--- src/rtl/gon_ctrl_pkg.sv ---
// Shared types, default geometry and helpers for the GON drain/scan sequencer.
package gon_ctrl_pkg;
    localparam int NUMS_PE_ROW_DEF = 6;
    localparam int NUMS_PE_COL_DEF = 8;
    localparam int XID_BITS_DEF    = 4;
    localparam int YID_BITS_DEF    = 3;
    localparam int WCNT_BITS_DEF   = 8;

    localparam int N_PE = NUMS_PE_ROW_DEF * NUMS_PE_COL_DEF;
    localparam logic [XID_BITS_DEF-1:0] TAG_X_NONE = '1;
    localparam logic [YID_BITS_DEF-1:0] TAG_Y_NONE = '1;

    typedef enum logic [2:0] {
        ST_IDLE,
        ST_SCAN_X,
        ST_SCAN_Y,
        ST_DRAIN,
        ST_DONE
    } gon_ctrl_state_t;

    function automatic int unsigned clamp_lim(input int unsigned v, input int unsigned max_v);
        return (v > max_v) ? max_v : v;
    endfunction
endpackage

--- src/rtl/gon_tag_sweeper.sv ---
// Nested y/x/word counter over the latched PE window; advances one step per fire.
module gon_tag_sweeper #(
    parameter int XID_BITS  = 4,
    parameter int YID_BITS  = 3,
    parameter int WCNT_BITS = 8
) (
    input  logic                 clk,
    input  logic                 rst,
    input  logic                 load_i,
    input  logic [YID_BITS-1:0]  rows_i,
    input  logic [XID_BITS-1:0]  cols_i,
    input  logic [WCNT_BITS-1:0] words_i,
    input  logic                 fire_i,
    output logic [XID_BITS-1:0]  x_o,
    output logic [YID_BITS-1:0]  y_o,
    output logic                 wrap_o,
    output logic                 last_o
);
    logic [YID_BITS-1:0]  rows_q, y_q, y_d;
    logic [XID_BITS-1:0]  cols_q, x_q, x_d;
    logic [WCNT_BITS-1:0] words_q, wcnt_q, wcnt_d;
    logic                 pe_done;

    assign pe_done = fire_i && (wcnt_q == words_q);
    assign wrap_o  = pe_done && (x_q == cols_q);
    assign last_o  = wrap_o && (y_q == rows_q);
    assign x_o     = x_q;
    assign y_o     = y_q;

    always_comb begin
        wcnt_d = wcnt_q;
        x_d    = x_q;
        y_d    = y_q;
        if (load_i) begin
            wcnt_d = '0;
            x_d    = '0;
            y_d    = '0;
        end else if (fire_i) begin
            if (!pe_done) begin
                wcnt_d = wcnt_q + 1'b1;
            end else begin
                wcnt_d = '0;
                if (!wrap_o) begin
                    x_d = x_q + 1'b1;
                end else begin
                    x_d = '0;
                    // Hold y on the final fire so it never steps past the window.
                    if (!last_o) y_d = y_q + 1'b1;
                end
            end
        end
    end

    always_ff @(posedge clk) begin
        if (rst) begin
            rows_q  <= '0;
            cols_q  <= '0;
            words_q <= '0;
            wcnt_q  <= '0;
            x_q     <= '0;
            y_q     <= '0;
        end else begin
            if (load_i) begin
                rows_q  <= rows_i;
                cols_q  <= cols_i;
                words_q <= words_i;
            end
            wcnt_q <= wcnt_d;
            x_q    <= x_d;
            y_q    <= y_d;
        end
    end
endmodule

--- src/rtl/gon_drain_ctrl.sv ---
// GON sequencer: scans default X/Y IDs into the chains, then sweeps drain tags
// over the configured PE window while counting GON handshakes.
module gon_drain_ctrl
    import gon_ctrl_pkg::*;
#(
    parameter int NUMS_PE_ROW = NUMS_PE_ROW_DEF,
    parameter int NUMS_PE_COL = NUMS_PE_COL_DEF,
    parameter int XID_BITS    = XID_BITS_DEF,
    parameter int YID_BITS    = YID_BITS_DEF,
    parameter int WCNT_BITS   = WCNT_BITS_DEF
) (
    input  logic                 clk,
    input  logic                 rst,
    input  logic                 start_cfg,
    input  logic                 start_drain,
    input  logic [YID_BITS-1:0]  cfg_rows,
    input  logic [XID_BITS-1:0]  cfg_cols,
    input  logic [WCNT_BITS-1:0] words_per_pe,
    output logic                 busy,
    output logic                 done,
    output logic                 set_XID,
    output logic [XID_BITS-1:0]  XID_scan_in,
    output logic                 set_YID,
    output logic [YID_BITS-1:0]  YID_scan_in,
    output logic [XID_BITS-1:0]  tag_X,
    output logic [YID_BITS-1:0]  tag_Y,
    input  logic                 GON_valid,
    input  logic                 GON_ready
);
    localparam int N      = NUMS_PE_ROW * NUMS_PE_COL;
    localparam int SCNT_W = $clog2(N + 1);

    gon_ctrl_state_t     state_q, state_d;
    logic [SCNT_W-1:0]   scnt_q, scnt_d;
    logic [XID_BITS-1:0] xs_q, xs_d;
    logic                load, fire, wrap, last;
    logic [XID_BITS-1:0] sw_x, cols_cl;
    logic [YID_BITS-1:0] sw_y, rows_cl;

    assign cols_cl = XID_BITS'(clamp_lim(int'(cfg_cols), NUMS_PE_COL - 1));
    assign rows_cl = YID_BITS'(clamp_lim(int'(cfg_rows), NUMS_PE_ROW - 1));
    assign load    = (state_q == ST_IDLE) && !start_cfg && start_drain;
    assign fire    = (state_q == ST_DRAIN) && GON_valid && GON_ready;

    gon_tag_sweeper #(
        .XID_BITS (XID_BITS),
        .YID_BITS (YID_BITS),
        .WCNT_BITS(WCNT_BITS)
    ) u_sweep (
        .clk    (clk),
        .rst    (rst),
        .load_i (load),
        .rows_i (rows_cl),
        .cols_i (cols_cl),
        .words_i(words_per_pe),
        .fire_i (fire),
        .x_o    (sw_x),
        .y_o    (sw_y),
        .wrap_o (wrap),
        .last_o (last)
    );

    // Outside DRAIN the reserved all-ones tag keeps every PE deselected.
    assign tag_X = (state_q == ST_DRAIN) ? sw_x : {XID_BITS{1'b1}};
    assign tag_Y = (state_q == ST_DRAIN) ? sw_y : {YID_BITS{1'b1}};

    always_comb begin
        state_d     = state_q;
        scnt_d      = scnt_q;
        xs_d        = xs_q;
        busy        = (state_q != ST_IDLE);
        done        = 1'b0;
        set_XID     = 1'b0;
        set_YID     = 1'b0;
        XID_scan_in = '0;
        YID_scan_in = '0;
        case (state_q)
            ST_IDLE: begin
                if (start_cfg) begin
                    state_d = ST_SCAN_X;
                    scnt_d  = SCNT_W'(N - 1);
                    xs_d    = XID_BITS'((N - 1) % NUMS_PE_COL);
                end else if (start_drain) begin
                    state_d = ST_DRAIN;
                end
            end
            ST_SCAN_X: begin
                // Farthest chain position first: column index counts down, wrapping per row.
                set_XID     = 1'b1;
                XID_scan_in = xs_q;
                xs_d        = (xs_q == '0) ? XID_BITS'(NUMS_PE_COL - 1) : xs_q - 1'b1;
                if (scnt_q == '0) begin
                    state_d = ST_SCAN_Y;
                    scnt_d  = SCNT_W'(NUMS_PE_ROW - 1);
                end else begin
                    scnt_d = scnt_q - 1'b1;
                end
            end
            ST_SCAN_Y: begin
                set_YID     = 1'b1;
                YID_scan_in = YID_BITS'(scnt_q);
                if (scnt_q == '0) state_d = ST_DONE;
                else              scnt_d  = scnt_q - 1'b1;
            end
            ST_DRAIN: begin
                if (last) state_d = ST_DONE;
            end
            ST_DONE: begin
                done    = 1'b1;
                state_d = ST_IDLE;
            end
            default: state_d = ST_IDLE;
        endcase
    end

    always_ff @(posedge clk) begin
        if (rst) begin
            state_q <= ST_IDLE;
            scnt_q  <= '0;
            xs_q    <= '0;
        end else begin
            state_q <= state_d;
            scnt_q  <= scnt_d;
            xs_q    <= xs_d;
        end
    end
endmodule

--- config.mk ---
export PLATFORM = sky130hd
export DESIGN_NAME = gon_drain_ctrl
export DESIGN_NICKNAME = d
export VERILOG_FILES = /design/src/rtl/gon_ctrl_pkg.sv /design/src/rtl/gon_tag_sweeper.sv /design/src/rtl/gon_drain_ctrl.sv
export SDC_FILE = /design/constraint.sdc
export NUM_CORES = 1
export LEC_CHECK = 0
export ABC_AREA = 1
export ABC_CLOCK_PERIOD_IN_PS = 3450
export BUFFER_PORTS_ARGS = -buffer_cell sky130_fd_sc_hd__buf_4
export CAP_MARGIN = 20
export CORE_MARGIN = 2
export CORE_UTILIZATION = 45
export DETAILED_ROUTE_END_ITERATION = 8
export GPL_TIMING_DRIVEN = 0
export PLACE_DENSITY = 0.66
export SLEW_MARGIN = 20
export SYNTH_ARGS = -nofsm -noshare
export SYNTH_HDL_FRONTEND = slang
export SYNTH_SLANG_ARGS = --single-unit
--- constraint.sdc ---
create_clock -name clk -period 3.45 [get_ports clk]
set_input_delay 0.8625 -clock clk [delete_from_list [all_inputs] [get_ports clk]]
set_output_delay 0.8625 -clock clk [all_outputs]
set_load 0.03 [all_outputs]
Word-level counts from Yosys, hierarchy flattened:

Cells that the tools add are included.

* flip-flop bits (word level): 43
* bits of input ports: 21
* output and inout bits: 18
* word-level logic and storage cells: 74

* add/subtract/negate cells: 5
* order comparisons: 2
* eq/ne operators: 13
* mux-type cells: 24
* bitwise gates (word level): 1
* reduce and logical (&&, ||, !) cells: 20

Operators with widths (number)
* $mux W3: 8
* $mux W4: 6
* $mux W6: 3
* $pmux W6 S3: 1
* $pmux W3 S4: 1
* $ne A2 B2 Y1 const B: 5
* $add A8 B1 Y8 const B: 1
* $eq A8 B8 Y1: 1
* $mux W8: 1
* $pmux W4 S2: 1
* $reduce_and A4 Y1: 2
* $logic_and A1 B1 Y1: 7
* $eq A3 B2 Y1 const B: 2
* $logic_not A6 Y1: 1
* $reduce_bool A3 Y1: 2
* $sub A6 B1 Y6 const B: 1
* $add A4 B1 Y4 const B: 1
* $eq A4 B4 Y1: 1
* $gt A4 B3 Y1 const B: 1
* $logic_not A4 Y1: 1
* $reduce_and A2 Y1: 2
* $sub A4 B1 Y4 const B: 1
* $add A3 B1 Y3 const B: 1
* $eq A3 B1 Y1 const B: 1
* other kinds (11): 13

Logic depth before layout (Yosys ltp):

* word-level depth: 8
* mapped depth: 11

Hierarchy:

Synthesis repeated with hierarchy kept, for this count alone.

* cells, all modules: 387
* area total of the unflattened synthesis: 2608.8 µm²

By module, submodules not included
* gon_tag_sweeper: times used 1, cells an instance 223, area an instance 1580.3 µm², sequential area each 600.6 µm²
* gon_drain_ctrl: times used 1, cells an instance 164, area an instance 1028.5 µm², sequential area each 260.2 µm²

Worst setup path after synthesis:

OpenSTA, ideal clock, no wires.

* path type: register -> output
* start point: register state_q[2]
* end point: output YID_scan_in[0]
* data arrival time: 1640 ps
* data required time: 2588 ps
* path slack: 947 ps
* cell stages (with the launch flop): 6
* buffers on the path: 0
* path through: dfxtp_1 inv_1 nand2_1 nor2_1 inv_1 nor2_1

* longest elaborated chain between the ends: 2

Ends and longest elaborated chain
* from (decl): line gon_drain_ctrl.sv:33 `gon_ctrl_state_t state_q, state_d;`
* from (signal assigned): line gon_drain_ctrl.sv:122 `state_q <= state_d;`
* $eq A3 B2 Y1: line gon_drain_ctrl.sv:77 `case (state_q)`
* $mux W3: line gon_drain_ctrl.sv:77
* to (decl): line gon_drain_ctrl.sv:24 `output logic [YID_BITS-1:0] YID_scan_in,`

No other way between the ends.

Worst setup path in the final report:

* start point: register state_q[0]
* end point: output XID_scan_in[0]

* longest elaborated chain between the ends: 2

Ends and longest elaborated chain
* $eq A3 B1 Y1: line gon_drain_ctrl.sv:77
* $mux W4: line gon_drain_ctrl.sv:77
* to (decl): line gon_drain_ctrl.sv:22 `output logic [XID_BITS-1:0] XID_scan_in,`

No other way between the ends.

==> impl_metrics.toml <==
[worst_setup_path]
reg2reg_end = "u_sweep.wcnt_q[7]"
cp_data_arrival_time_ns = 1.60
worst-setup-path-type = "register to primary output"
cp-end-kind = "primary output"
path_cells = "inv_1, nor3_2, inv_2, nor2_1, buf_4"
worst_setup_slack_for_register_to_register_paths_ns = 1.67
r2r-start = "state_q[1]"
worst_r2r_path_depth = 8
start_kind = "register"
worst_path_max_fanout = 8
worstPathRequired_ns = 2.59
worst_path_max_delay_cell = "dfxtp_1"
worst_path_largest_cell_delay_ns = 0.43

[clock_tree]
cts.sink_count = 43
cts.path.max_buffers = 2
ctsHoldBuffers = 0
post_cts_resized = 0
clkSlewWorstSetupHoldPaths_ns = 0.08
post_cts_buffers = 0
clk_latency_ns = 0.29
cts-buffers-inserted = 5
cts_tree = "yes"
ctsHtreeMaxLevel = 2
ctsRootBufferMaster = "clkbuf_8"

[place]
io_buffers = 38
place_hpwl_um = 3800
postPlaceCellArea_um2 = 2690
finalWeightedCongestion = 0.785
placed_cells = 440

[floorplan]
floorplan.die_area_um2 = 5730
dieHeight_um = 75.7
die_width_um = 75.7
fp-row-count = 26
initial_core_util = 0.459
coreArea_um2 = 5040
design.portCount = 39

[sta]
rsz0062_at_grt = "false"
worst_pin_slew_ns = 0.526
timing.final.hold_violations = 0
finalClockSkew_ns = 0.00260
timing.final.crit_period_ns = 2.47
report.final.slew_viol_count = 0
relSlewSlack = 0.647
fin_tns_setup_ns = 0
number_of_setup_violations_in_the_final_report = 0
achievable-frequency_mhz = 405
final.period_utilization = 0.715

[synthesis]
synth_cell_type_count = 32
synthTopCellsByArea = "dfxtp_1 37%, nand2_1 9.9%, nor2_1 8.3%"
gate_count_after_technology_mapping = 332
synth.avg_cell_area_um2 = 6.96
synth_top_area_share = 0.372
synth-seq-cells = 43
synth_warnings = 0
synth_largest_area_cell = "dfxtp_1"
seq_area_frac_synth = 0.372
syn-cell-area_um2 = 2310
synthesis.nets = 359

[finish]
final_net_count = 404
insertedDiodeCount = 0
final_cells = 448
area.growth.synth_to_final_pct = 19.6
mostFrequentLayoutCell = "nand2_1"
share_of_final_layout_standard_cells_stronger_than_drive_strength_1 = 0.172
final_cell_area_um2 = 2770
layout_common_cells = "61 x nand2_1, 51 x nor2_1, 46 x inv_1, 43 x dfxtp_1, 38 x buf_4"
num-fill-cells = 506

[route]
ant_nets_after_route = 0
route.detailed.drc = 0
drtIter0Drc = 54
avgRoutedWirePerCell_um = 11.0
route.vias.total = 2146
drt-total-wl_um = 4940
post_drt_via_cell_ratio = 4.79
drt_first_pass_iters = 6

[min_path]
min_delay_worst_endpoint = "u_sweep.cols_q[3]"
hold_path.class = "register to register"
holdPathStages = 2
timing.hold.worst.start = "u_sweep.cols_q[3]"

[global_route]
grt_first_pass_wirelength_um = 8290
grt_start_max_net_pins = 13
globalRouteTotalUtil = 0.191
grt_pass1_vias = 1938
antenna_found_initial = 0
globalRouteOverflowTotal = 0

[power]
ir_drop_v = 0.000411
power.leakage_nw = 1.27
power_density_nw_per_um2 = 647

[flow_run]
cap_violations = 0

[outcome]
status = "complete, no violations"
==> worst max path at each step <==
stage               startpoint           endpoint  slack (ns)  cells after the start
detailed placement   GON_ready  u_sweep.wcnt_q[7]        1.27                      9
floorplan           state_q[2]     YID_scan_in[0]        0.95                      5
CTS                 state_q[0]     XID_scan_in[3]        0.97                      5
finish              state_q[0]     XID_scan_in[0]        0.98                      5
global placement    state_q[0]     XID_scan_in[0]        1.31                      5
global route        state_q[0]     XID_scan_in[1]        0.79                      5
==> registers in the layout, summed over array words and instances, names as in the netlist <==
register	cells
u_sweep.wcnt_q	8
u_sweep.words_q	8
scnt_q	6
u_sweep.cols_q	4
u_sweep.x_o	4
xs_q	4
state_q	3
u_sweep.rows_q	3
u_sweep.y_o	3
==> cell usage after synthesis, drive strengths merged <==
master	count
buf	2
xor2	10
o21a	1
a22oi	1
nand4	6
or2	3
nand2	64
clkbuf	3
dfxtp	43
nor3b	1
o21ai	22
ha	6
nor3	5
xnor2	11
o31ai	1
o22ai	1
a21o	1
a211oi	4
a31oi	1
a221oi	2
a21oi	25
nand3	13
nor2	56
inv	50
==> logic make-up (layout without fill, tap and decap cells) <==
| logic type | Yosys count | in the layout | synth area share |
|---|---|---|---|
| AO/OA/AOI/OAI | 59 | 59 | 0.144 |
| XOR/XNOR | 21 | 21 | 0.0795 |
| adder cells (fa/ha/maj) | 6 | 6 | 0.0325 |
| buffers and inverters | 55 | 101 | 0.0904 |
| flip-flops | 43 | 43 | 0.372 |
| AND/OR/NAND/NOR | 148 | 148 | 0.281 |
==> metal layers <==
metal | GRT usage | vias up | wire length [µm]
met5 | 0 | - | 0
met3 | 0.0397 | 5 | 152
met4 | 0.0585 | 0 | 58
li1 | - | 1149 | -
met1 | 0.237 | 964 | 2410
met2 | 0.331 | 28 | 2320
==> critical path, delay by kind of cell, from the launching register on <==
kind	cells	cell delay, ns
buffers and inverters	3	0.36
flip-flops	1	0.43
AND/OR/NAND/NOR	2	0.52
==> power breakdown <==
| part | switching, mW | internal (mW) | leakage [nW] | total [mW] |
|---|---|---|---|---|
| Combinational | 0.523 | 0.296 | 0.875 | 0.819 |
| Sequential | 0.0755 | 0.586 | 0.351 | 0.661 |
| Clock | 0.166 | 0.142 | 0.0422 | 0.309 |
==> cell type report <==
type,instances,area (µm²),area share
well taps,70,87.6,0.0317
inverters,50,188,0.0678
flip-flops and latches,43,861,0.311
clock buffers,7,76.3,0.0276
multi-input cells,234,1240,0.449
clock inverters,1,5.00,0.00181
plain buffers,5,21.3,0.00769
repair buffers,38,285,0.103
==> metrics by stage <==
step | util | hold slack, ns | setup slack [ns] | power (mW)
6_report | 0.549 | 0.445 | 0.983 | 1.79
5_1_grt | 0.549 | 0.472 | 0.789 | 1.95
4_1_cts | 0.549 | 0.448 | 0.973 | 1.81
3_5_place_dp | 0.533 | 0.436 | 1.27 | 1.49
3_3_place_gp | 0.533 | 0.432 | 1.31 | 1.49
2_1_floorplan | - | 0.421 | 0.947 | 1.28
No activity file was read; power rests on OpenSTA's default activity.
